$ cat src/rtl/maze_pkg.sv
// Shared MAZE mesh definitions: packet layout, link directions and common widths.
// Used by the port arbiter and by the test environment.
package maze_pkg;

    localparam int PKT_W = 23;
    localparam int IDX_W = 3;

    // Packet fields, MSB first: [22:21] type, [20] qos, [19:14] src, [13:8] tgt, [7:0] data.
    typedef struct packed {
        logic [1:0] ptype;
        logic       qos;
        logic [5:0] src;
        logic [5:0] tgt;
        logic [7:0] data;
    } pkt_t;

    typedef enum logic [2:0] {
        DIR_N = 3'd0,
        DIR_W = 3'd1,
        DIR_S = 3'd2,
        DIR_E = 3'd3,
        DIR_L = 3'd4
    } dir_e;

endpackage

$ cat src/rtl/maze_rr_pick.sv
// Combinational masked round-robin picker: the first set request strictly after
// ptr wins, with the search wrapping from NREQ-1 back to 0.
module maze_rr_pick
    import maze_pkg::*;
#(
    parameter int NREQ = 5
) (
    input  logic [NREQ-1:0]  req,
    input  logic [IDX_W-1:0] ptr,
    output logic [NREQ-1:0]  grant,
    output logic [IDX_W-1:0] idx,
    output logic             any
);

    always_comb begin
        int cand;
        // NOTE: every output gets a default before the search loop; otherwise a
        // path with no match would infer a latch.
        grant = '0;
        idx   = '0;
        any   = 1'b0;
        cand  = 0;
        // Search from the farthest offset down, so the nearest candidate overwrites last.
        for (int off = NREQ; off >= 1; off--) begin
            cand = (int'(ptr) + off) % NREQ;
            if (req[cand]) begin
                grant       = '0;
                grant[cand] = 1'b1;
                idx         = IDX_W'(cand);
                any         = 1'b1;
            end
        end
    end

endmodule

$ cat src/rtl/maze_port_arb.sv
// Output-port arbiter for one MAZE node link: QoS-aware round-robin with an age-based
// starvation escape, feeding a single valid/ready pipeline register.
module maze_port_arb
    import maze_pkg::*;
#(
    parameter int NREQ    = 5,
    parameter int PKT_W   = maze_pkg::PKT_W,
    parameter int AGE_MAX = 15,
    parameter int AGE_W   = 4
) (
    input  logic                  clk,
    input  logic                  rst_n,
    input  logic [NREQ-1:0]       req_vld,
    input  logic [NREQ*PKT_W-1:0] req_pkt,
    output logic [NREQ-1:0]       req_rdy,
    output logic                  out_vld,
    output logic [PKT_W-1:0]      out_pkt,
    output logic [IDX_W-1:0]      out_src,
    input  logic                  out_rdy,
    output logic [NREQ-1:0]       aged_flag
);

    localparam int QOS_BIT = PKT_W - 3;

    logic [AGE_W-1:0] wait_cnt [NREQ];
    logic [IDX_W-1:0] rr_ptr;
    logic [NREQ-1:0]  qos_vec;
    logic [NREQ-1:0]  cls2, cls1, cls0, sel_mask;
    logic [NREQ-1:0]  grant_oh;
    logic [IDX_W-1:0] grant_idx;
    logic             pick_any;
    logic             ld;
    logic             grant_fire;

    always_comb begin
        qos_vec = '0;
        for (int i = 0; i < NREQ; i++) begin
            qos_vec[i] = req_pkt[i*PKT_W + QOS_BIT];
        end
    end

    always_comb begin
        aged_flag = '0;
        for (int i = 0; i < NREQ; i++) begin
            aged_flag[i] = (wait_cnt[i] == AGE_W'(AGE_MAX));
        end
    end

    // Only the highest non-empty class reaches the picker; the pointer is shared.
    assign cls2     = aged_flag & req_vld;
    assign cls1     = req_vld & qos_vec;
    assign cls0     = req_vld & ~qos_vec;
    assign sel_mask = (|cls2) ? cls2 : ((|cls1) ? cls1 : cls0);

    maze_rr_pick #(
        .NREQ (NREQ)
    ) u_pick (
        .req   (sel_mask),
        .ptr   (rr_ptr),
        .grant (grant_oh),
        .idx   (grant_idx),
        .any   (pick_any)
    );

    assign ld         = !out_vld || out_rdy;
    assign grant_fire = ld && pick_any;
    assign req_rdy    = grant_fire ? grant_oh : '0;

    // NOTE: sequential state uses non-blocking assignments so every register samples
    // pre-edge values regardless of statement order.
    always_ff @(posedge clk or negedge rst_n) begin
        if (!rst_n) begin
            out_vld <= 1'b0;
            out_pkt <= '0;
            out_src <= '0;
            rr_ptr  <= IDX_W'(NREQ - 1);
        end else if (ld) begin
            out_vld <= grant_fire;
            if (grant_fire) begin
                out_pkt <= req_pkt[int'(grant_idx)*PKT_W +: PKT_W];
                out_src <= grant_idx;
                rr_ptr  <= grant_idx;
            end
        end
    end

    // NOTE: the wait counters are reset element by element; aged_flag is decoded from
    // them, so leaving this small array unreset would let X reach the grant logic.
    always_ff @(posedge clk or negedge rst_n) begin
        if (!rst_n) begin
            for (int i = 0; i < NREQ; i++) begin
                wait_cnt[i] <= '0;
            end
        end else begin
            for (int i = 0; i < NREQ; i++) begin
                if (!req_vld[i] || req_rdy[i]) begin
                    wait_cnt[i] <= '0;
                end else if (ld && (wait_cnt[i] != AGE_W'(AGE_MAX))) begin
                    wait_cnt[i] <= wait_cnt[i] + 1'b1;
                end
            end
        end
    end

endmodule
$ cat config.mk
export PLATFORM = sky130hd
export DESIGN_NAME = maze_port_arb
export DESIGN_NICKNAME = d
export VERILOG_FILES = /design/src/rtl/maze_pkg.sv /design/src/rtl/maze_rr_pick.sv /design/src/rtl/maze_port_arb.sv
export SDC_FILE = /design/constraint.sdc
export NUM_CORES = 1
export LEC_CHECK = 0
export CAP_MARGIN = 10
export CORE_MARGIN = 1.5
export CORE_UTILIZATION = 36
export CTS_BUF_LIST = sky130_fd_sc_hd__clkbuf_8
export CTS_CLUSTER_DIAMETER = 100
export DETAILED_ROUTE_END_ITERATION = 6
export MAX_ROUTING_LAYER = met4
export PLACE_DENSITY_LB_ADDON = 0.1
export SKIP_LAST_GASP = 1
export SYNTH_ARGS = -nofsm -noshare
export SYNTH_HDL_FRONTEND = slang
export SYNTH_HIERARCHICAL = 1
export SYNTH_SLANG_ARGS = --single-unit
$ cat constraint.sdc
create_clock -name clk -period 17.3 [get_ports clk]
set_input_delay 5.19 -clock clk [delete_from_list [all_inputs] [get_ports clk]]
set_output_delay 5.19 -clock clk [all_outputs]
set_load 0.1 [all_outputs]
==> results.json, run 1 <==
{
  "status": "completed",
  "yosys.area_share.adder": 0.0837,
  "portBuffers": 159,
  "crit_path_max_fanout": 11,
  "synth_xor_area_frac": 0.0425,
  "n_fill_cell": 1511,
  "core_um2": 15800,
  "synth-seq-area-share": 0.206,
  "die_h_um": 130,
  "critPathArrivalTime_ns": 10.38,
  "yosys_warnings": 6,
  "synth_edf_count": 0,
  "synth_mux_area_frac": 0.136,
  "crit_type": "in -> out",
  "final_common_cell": "clkdlybuf4s50_1",
  "worstMarginPinSlew_ns": 1.03,
  "cts_tree": "done",
  "setup_ws_ns": 1.73,
  "tns_ns": 0,
  "setup_viol": 0,
  "fmaxAchievable_mhz": 64.2,
  "final_cell_count_no_fill": 1026,
  "io_pins": 160,
  "synth.avg_cell_area_um2": 8.61,
  "numCtsBuffers": 5,
  "cts_resized": 0,
  "layout-drive-gt1-share": 0.109,
  "finClkSkew_ns": 0.00451,
  "grt_max_degree": 51,
  "async_reset_ff_frac": 1.00,
  "drt_wl_total_mm": 19.1,
  "synth_top_family_by_area": "compound AO/OA/AOI/OAI gates",
  "grt_first_pass_wirelength_mm": 29.7,
  "syn2layout_area_growth_pct": 30.1,
  "num_rows": 46,
  "cts-root-buf": "clkbuf_8",
  "post_drt_wl_per_cell_um": 18.6,
  "grt-ovfl-total": 0,
  "rr_startpoint": "out_src[1]$_DFFE_PN0P_",
  "via_per_inst": 5.68,
  "vias": 5825,
  "globalplace.congestion": 0.926,
  "clockBufferDepth": 2,
  "grt_pass1_vias": 5712,
  "drc": 0,
  "start_util": 0.368,
  "fin_nets": 971,
  "antenna_left": 0,
  "multi_input_area_um2": 4260,
  "layout_common_cells": "158 x clkdlybuf4s50_1, 75 x nand2_1, 47 x dfrtp_1, 41 x nor2_1, 39 x ha_1",
  "synth_nets": 839,
  "cp-end-kind": "output pin",
  "rsz0062_at_grt": "false",
  "hp-class": "reg -> reg",
  "post-place-cells": 1018,
  "dp_hpwl_mm": 15.3,
  "final_util": 0.479,
  "finalHoldViolations": 0,
  "die_w_um": 130,
  "min_delay_path_depth": 2,
  "finalCriticalPeriod_ns": 15.57,
  "relSlewSlack": 0.314,
  "synth_cell_types": 87,
  "regArea_um2": 1200,
  "antenna_found_initial": 1,
  "dp_slack_ns": 1.87,
  "synth-compound-area-share": 0.258,
  "netlist_area_um2": 5830,
  "ys_ff_latch": 48,
  "r2r-end": "out_pkt[13]$_DFFE_PN0P_",
  "fin_crit_sh": 0.900,
  "design.die.area_um2": 17000,
  "hold_path.startpoint": "out_pkt[21]$_DFFE_PN0P_",
  "synthCells": 677,
  "clock_sinks": 48,
  "worstRegToRegCells": 18,
  "first_pass_iters": 5,
  "cts_hold_buf": 0,
  "h-tree-depth": 2,
  "max_cap_violations": 0,
  "grt_usage": 0.231,
  "r2r_slack_ns": 10.06,
  "synth_ff_type": "dfrtp_1",
  "synth_simple_gate_area_frac": 0.208,
  "crit_required_ns": 12.11,
  "first_iter_violations": 334,
  "clkTransAtPathRegs_ns": 0.09,
  "min_to": "out_pkt[21]$_DFFE_PN0P_",
  "clock_latency_ns": 0.30,
  "post_cts_buffers": 0,
  "final_max_slew_viol_count": 0,
  "cp-start-kind": "primary input"
}
-- routing by layer --
metal  vias to the layer above  wire length [µm]  part of all wire  global-route usage
met5                         -                 0                 0                   -
met4                         0               357             0.019              0.0588
met3                        24              1010             0.053              0.0394
met2                       208              9390              0.49               0.383
met1                      2789              8370              0.44               0.293
li1                       2804                 -                 -                   -
-- synth_stat cells, types with 5 or more instances --
library cell,n,area (µm²)
o21ai_1,26,130
and2_1,6,37.5
o211ai_1,8,60.1
nor2_1,41,154
mux2_2,10,113
or2_2,5,31.3
a211oi_1,11,82.6
a221oi_1,5,43.8
ha_1,39,488
and3_1,11,68.8
nand2_1,75,282
inv_1,37,139
buf_2,15,75.1
nor4_1,7,43.8
a21oi_1,32,160
nor3_1,20,100
mux4_2,20,450
clkbuf_1,14,52.6
nand3_1,25,125
xor2_1,6,52.6
o21ai_0,23,115
nand4_1,7,43.8
a31oi_1,6,37.5
mux2i_1,11,110
dfrtp_1,47,1180
a22oi_2,19,238
a22oi_1,10,75.1
nand2b_1,15,93.8
xnor2_1,16,140
and4b_1,5,50.1
-- through the flow --
step	hold slack, ns	cell area, µm²
6_report	0.489	7590
5_1_grt	0.524	7590
3_5_place_dp	0.474	7510
3_3_place_gp	0.463	7510
2_1_floorplan	0.480	5830
4_1_cts	0.495	7580
-- worst max-delay path, cell delays in order --
cell,delay (ns)
clkdlybuf4s50_1,0.50
nand4_1,0.16
nand4_1,0.11
a21o_1,0.22
a221oi_1,0.87
mux2i_1,0.23
mux2_2,0.34
a211oi_2,0.39
a21oi_1,0.30
nand2b_1,0.31
o32ai_1,0.24
a311o_1,0.14
and3_1,0.21
clkdlybuf4s50_1,1.17
-- flip-flops by register name, summed over array words and instances, names as in the netlist --
name      count
out_pkt      23
wait_cnt     20
out_src       3
out_vld       1
rr_ptr        1
-- cell families after synthesis --
group / after synthesis
simple gates: 239
compound gates: 203
buf+inv: 78
flops: 48
mux: 46
fa+ha+maj: 39
xor+xnor: 24
-- cell type report --
class,instances,share of cell area
inverters,39,0.0193
multi-input cells,551,0.562
flip-flops and latches,48,0.158
clock inverters,2,0.00115
clock buffers,5,0.00907
well taps,216,0.0356
diodes,1,0.000330
repair buffers,164,0.214
-- worst max path at each step --
stage | startpoint | end | slack (ns) | cells past startpoint
finish | req_vld[3] | req_rdy[2] | 1.73 | 14
global route | req_vld[3] | req_rdy[2] | 1.49 | 14
CTS | req_vld[1] | req_rdy[2] | 1.86 | 14
detailed placement | req_vld[1] | req_rdy[2] | 1.87 | 14
global placement | req_vld[1] | req_rdy[2] | 1.97 | 13
floorplan | req_vld[1] | req_rdy[2] | 3.63 | 14
Power of run 1 is not shown: default switching activity piles up to over one toggle a cycle in this logic, so the estimate is an artifact.
==> inputs of run 2 (changes only) <==
--- a/config.mk
+++ b/config.mk
@@ -10,6 +10,7 @@
 export CORE_UTILIZATION = 36
 export CTS_BUF_LIST = sky130_fd_sc_hd__clkbuf_8
 export CTS_CLUSTER_DIAMETER = 100
+export CTS_CLUSTER_SIZE = 12
 export DETAILED_ROUTE_END_ITERATION = 6
 export MAX_ROUTING_LAYER = met4
 export PLACE_DENSITY_LB_ADDON = 0.1
==> results of run 2 <==
Same layout as run 1: the final DEF is identical, and so are final timing and power.
Power of run 2 is left out for the same reason.
==> inputs of run 3 (changes only) <==
--- a/config.mk
+++ b/config.mk
@@ -12,6 +12,7 @@
 export CTS_CLUSTER_DIAMETER = 100
 export CTS_CLUSTER_SIZE = 12
 export DETAILED_ROUTE_END_ITERATION = 6
+export GPL_TIMING_DRIVEN = 0
 export MAX_ROUTING_LAYER = met4
 export PLACE_DENSITY_LB_ADDON = 0.1
 export SKIP_LAST_GASP = 1
==> run 3 against run 2 <==
  * Sequential cell count stayed put
  * Final cell count grew 3.4%
  * First-iteration DRC count up 12%
  * Worst hold slack improved by 0.0031 ns
  * Critical path type unchanged
==> results.json, run 3 (synthesized netlist as in run 1, its figures left out) <==
{
  "post_cts_buffers": 0,
  "multi_input_area_um2": 4250,
  "max_cap_violations": 0,
  "crit_required_ns": 12.11,
  "die_w_um": 130,
  "cts_hold_buf": 0,
  "cp-start-kind": "primary input",
  "num_rows": 46,
  "cts-root-buf": "clkbuf_8",
  "cp_cell_sequence": "clkdlybuf4s50_1, nand4_1, nand4_1, a21o_1, a221oi_1, mux2i_1, mux2_2, a211oi_2, a21oi_1, nand2b_1, o32ai_1, a311o_1, and3_1, clkdlybuf4s50_1",
  "finClkSkew_ns": 0.0204,
  "cp_slowest_stage_delay_ns": 1.17,
  "cts_tree": "done",
  "cp-end-kind": "output pin",
  "clockBufferDepth": 2,
  "cts_resized": 0,
  "reg.largest.list": "out_pkt: 23 flops, wait_cnt: 20 flops, out_src: 3 flops",
  "start_util": 0.368,
  "io_pins": 160,
  "grt-ovfl-total": 0,
  "finalCriticalPeriod_ns": 15.71,
  "fmaxAchievable_mhz": 63.7,
  "globalplace.congestion": 0.974,
  "crit_type": "in -> out",
  "fin_crit_sh": 0.908,
  "first_pass_iters": 7,
  "worstMarginPinSlew_ns": 1.34,
  "layout-drive-gt1-share": 0.127,
  "rsz0062_at_grt": "false",
  "diodes": 0,
  "antenna_left": 0,
  "clock_sinks": 48,
  "syn2layout_area_growth_pct": 34.2,
  "status": "completed",
  "critPathArrivalTime_ns": 10.52,
  "largest-register": "out_pkt",
  "drc": 0,
  "post_drt_wl_per_cell_um": 19.0,
  "grt_pass1_vias": 6108,
  "drt_wl_total_mm": 20.2,
  "grt_max_degree": 33,
  "h-tree-depth": 2,
  "dp_slack_ns": 1.71,
  "final_max_slew_viol_count": 0,
  "critPathSlowestCell": "clkdlybuf4s50_1",
  "regArea_um2": 1200,
  "grt_usage": 0.248,
  "numCtsBuffers": 5,
  "clock_latency_ns": 0.32,
  "dp_hpwl_mm": 16.5,
  "tns_ns": 0,
  "grt_first_pass_wirelength_mm": 31.9,
  "setup_ws_ns": 1.59,
  "die_h_um": 130,
  "layout_common_cells": "158 x clkdlybuf4s50_1, 75 x nand2_1, 47 x dfrtp_1, 41 x nor2_1, 39 x ha_1",
  "relSlewSlack": 0.109,
  "core_um2": 15800,
  "design.die.area_um2": 17000,
  "largest_register_ffs": 23,
  "first_iter_violations": 374,
  "clkTransAtPathRegs_ns": 0.09,
  "final_common_cell": "clkdlybuf4s50_1",
  "hp-class": "reg -> reg",
  "portBuffers": 159,
  "via_per_inst": 5.77,
  "vias": 6117,
  "setup_viol": 0,
  "crit_path_max_fanout": 7,
  "fin_nets": 1006,
  "n_fill_cell": 1517,
  "antenna_found_initial": 0,
  "finalHoldViolations": 0
}
==> run 3: changes by cell type in the layout (fill, tap and decap cells not counted), sizes merged <==
cell,delta
buf,+21
bufinv,+1
clkbuf,+14
clkinv,-1
clkinvlp,+1
diode,-1
==> run 3: path summary, 6_finish.rpt <==
check | end | slack, ns | startpoint | cells past startpoint
min in group asynchronous | wait_cnt[18]$_DFFE_PN0P_ | 4.80 | rst_n | 1
max reg2reg | out_pkt[11]$_DFFE_PN0P_ | 9.05 | out_src[0]$_DFFE_PN0P_ | 27
max | req_rdy[2] | 1.59 | req_vld[3] | 14
max in group asynchronous | rr_ptr[2]$_DFFE_PN1P_ | 11.90 | rst_n | 2
min | out_src[2]$_DFFE_PN0P_ | 0.49 | out_src[2]$_DFFE_PN0P_ | 2
min reg2reg | out_src[2]$_DFFE_PN0P_ | 0.49 | out_src[2]$_DFFE_PN0P_ | 2
==> run 3: through the flow <==
stage	hold slack, ns	std cells	util	area [µm²]
after floorplan	0.480	677	-	5830
after global placement	0.462	1052	0.486	7690
after detailed placement	0.477	1053	0.487	7710
after CTS	0.503	1061	0.494	7820
after global routing	0.517	1061	0.494	7820
final	0.492	1061	0.494	7820
==> run 3: final cells by class <==
class                      instances  area share
tap                              216      0.0345
clock inverter                     3     0.00592
buffer                            39      0.0296
clock buffer                       5     0.00880
timing repair buffer             160       0.205
inverter                          39      0.0187
multi-input combinational        551       0.543
sequential                        48       0.154
==> run 3: worst max-delay path: cells and delay by family <==
kind                   cells  cell delay (ns)
and+or+nand+nor            4             0.71
buffers and inverters      2             1.67
AOI/OAI and AO/OA          6             2.38
muxes                      2             0.57
==> run 3: per-layer routing <==
metal | share of wire | global-route usage
met5 | 0 | -
met4 | 0.022 | 0.0680
met3 | 0.059 | 0.0390
met2 | 0.50 | 0.425
met1 | 0.42 | 0.302
Power of run 3 is left out for the same reason.
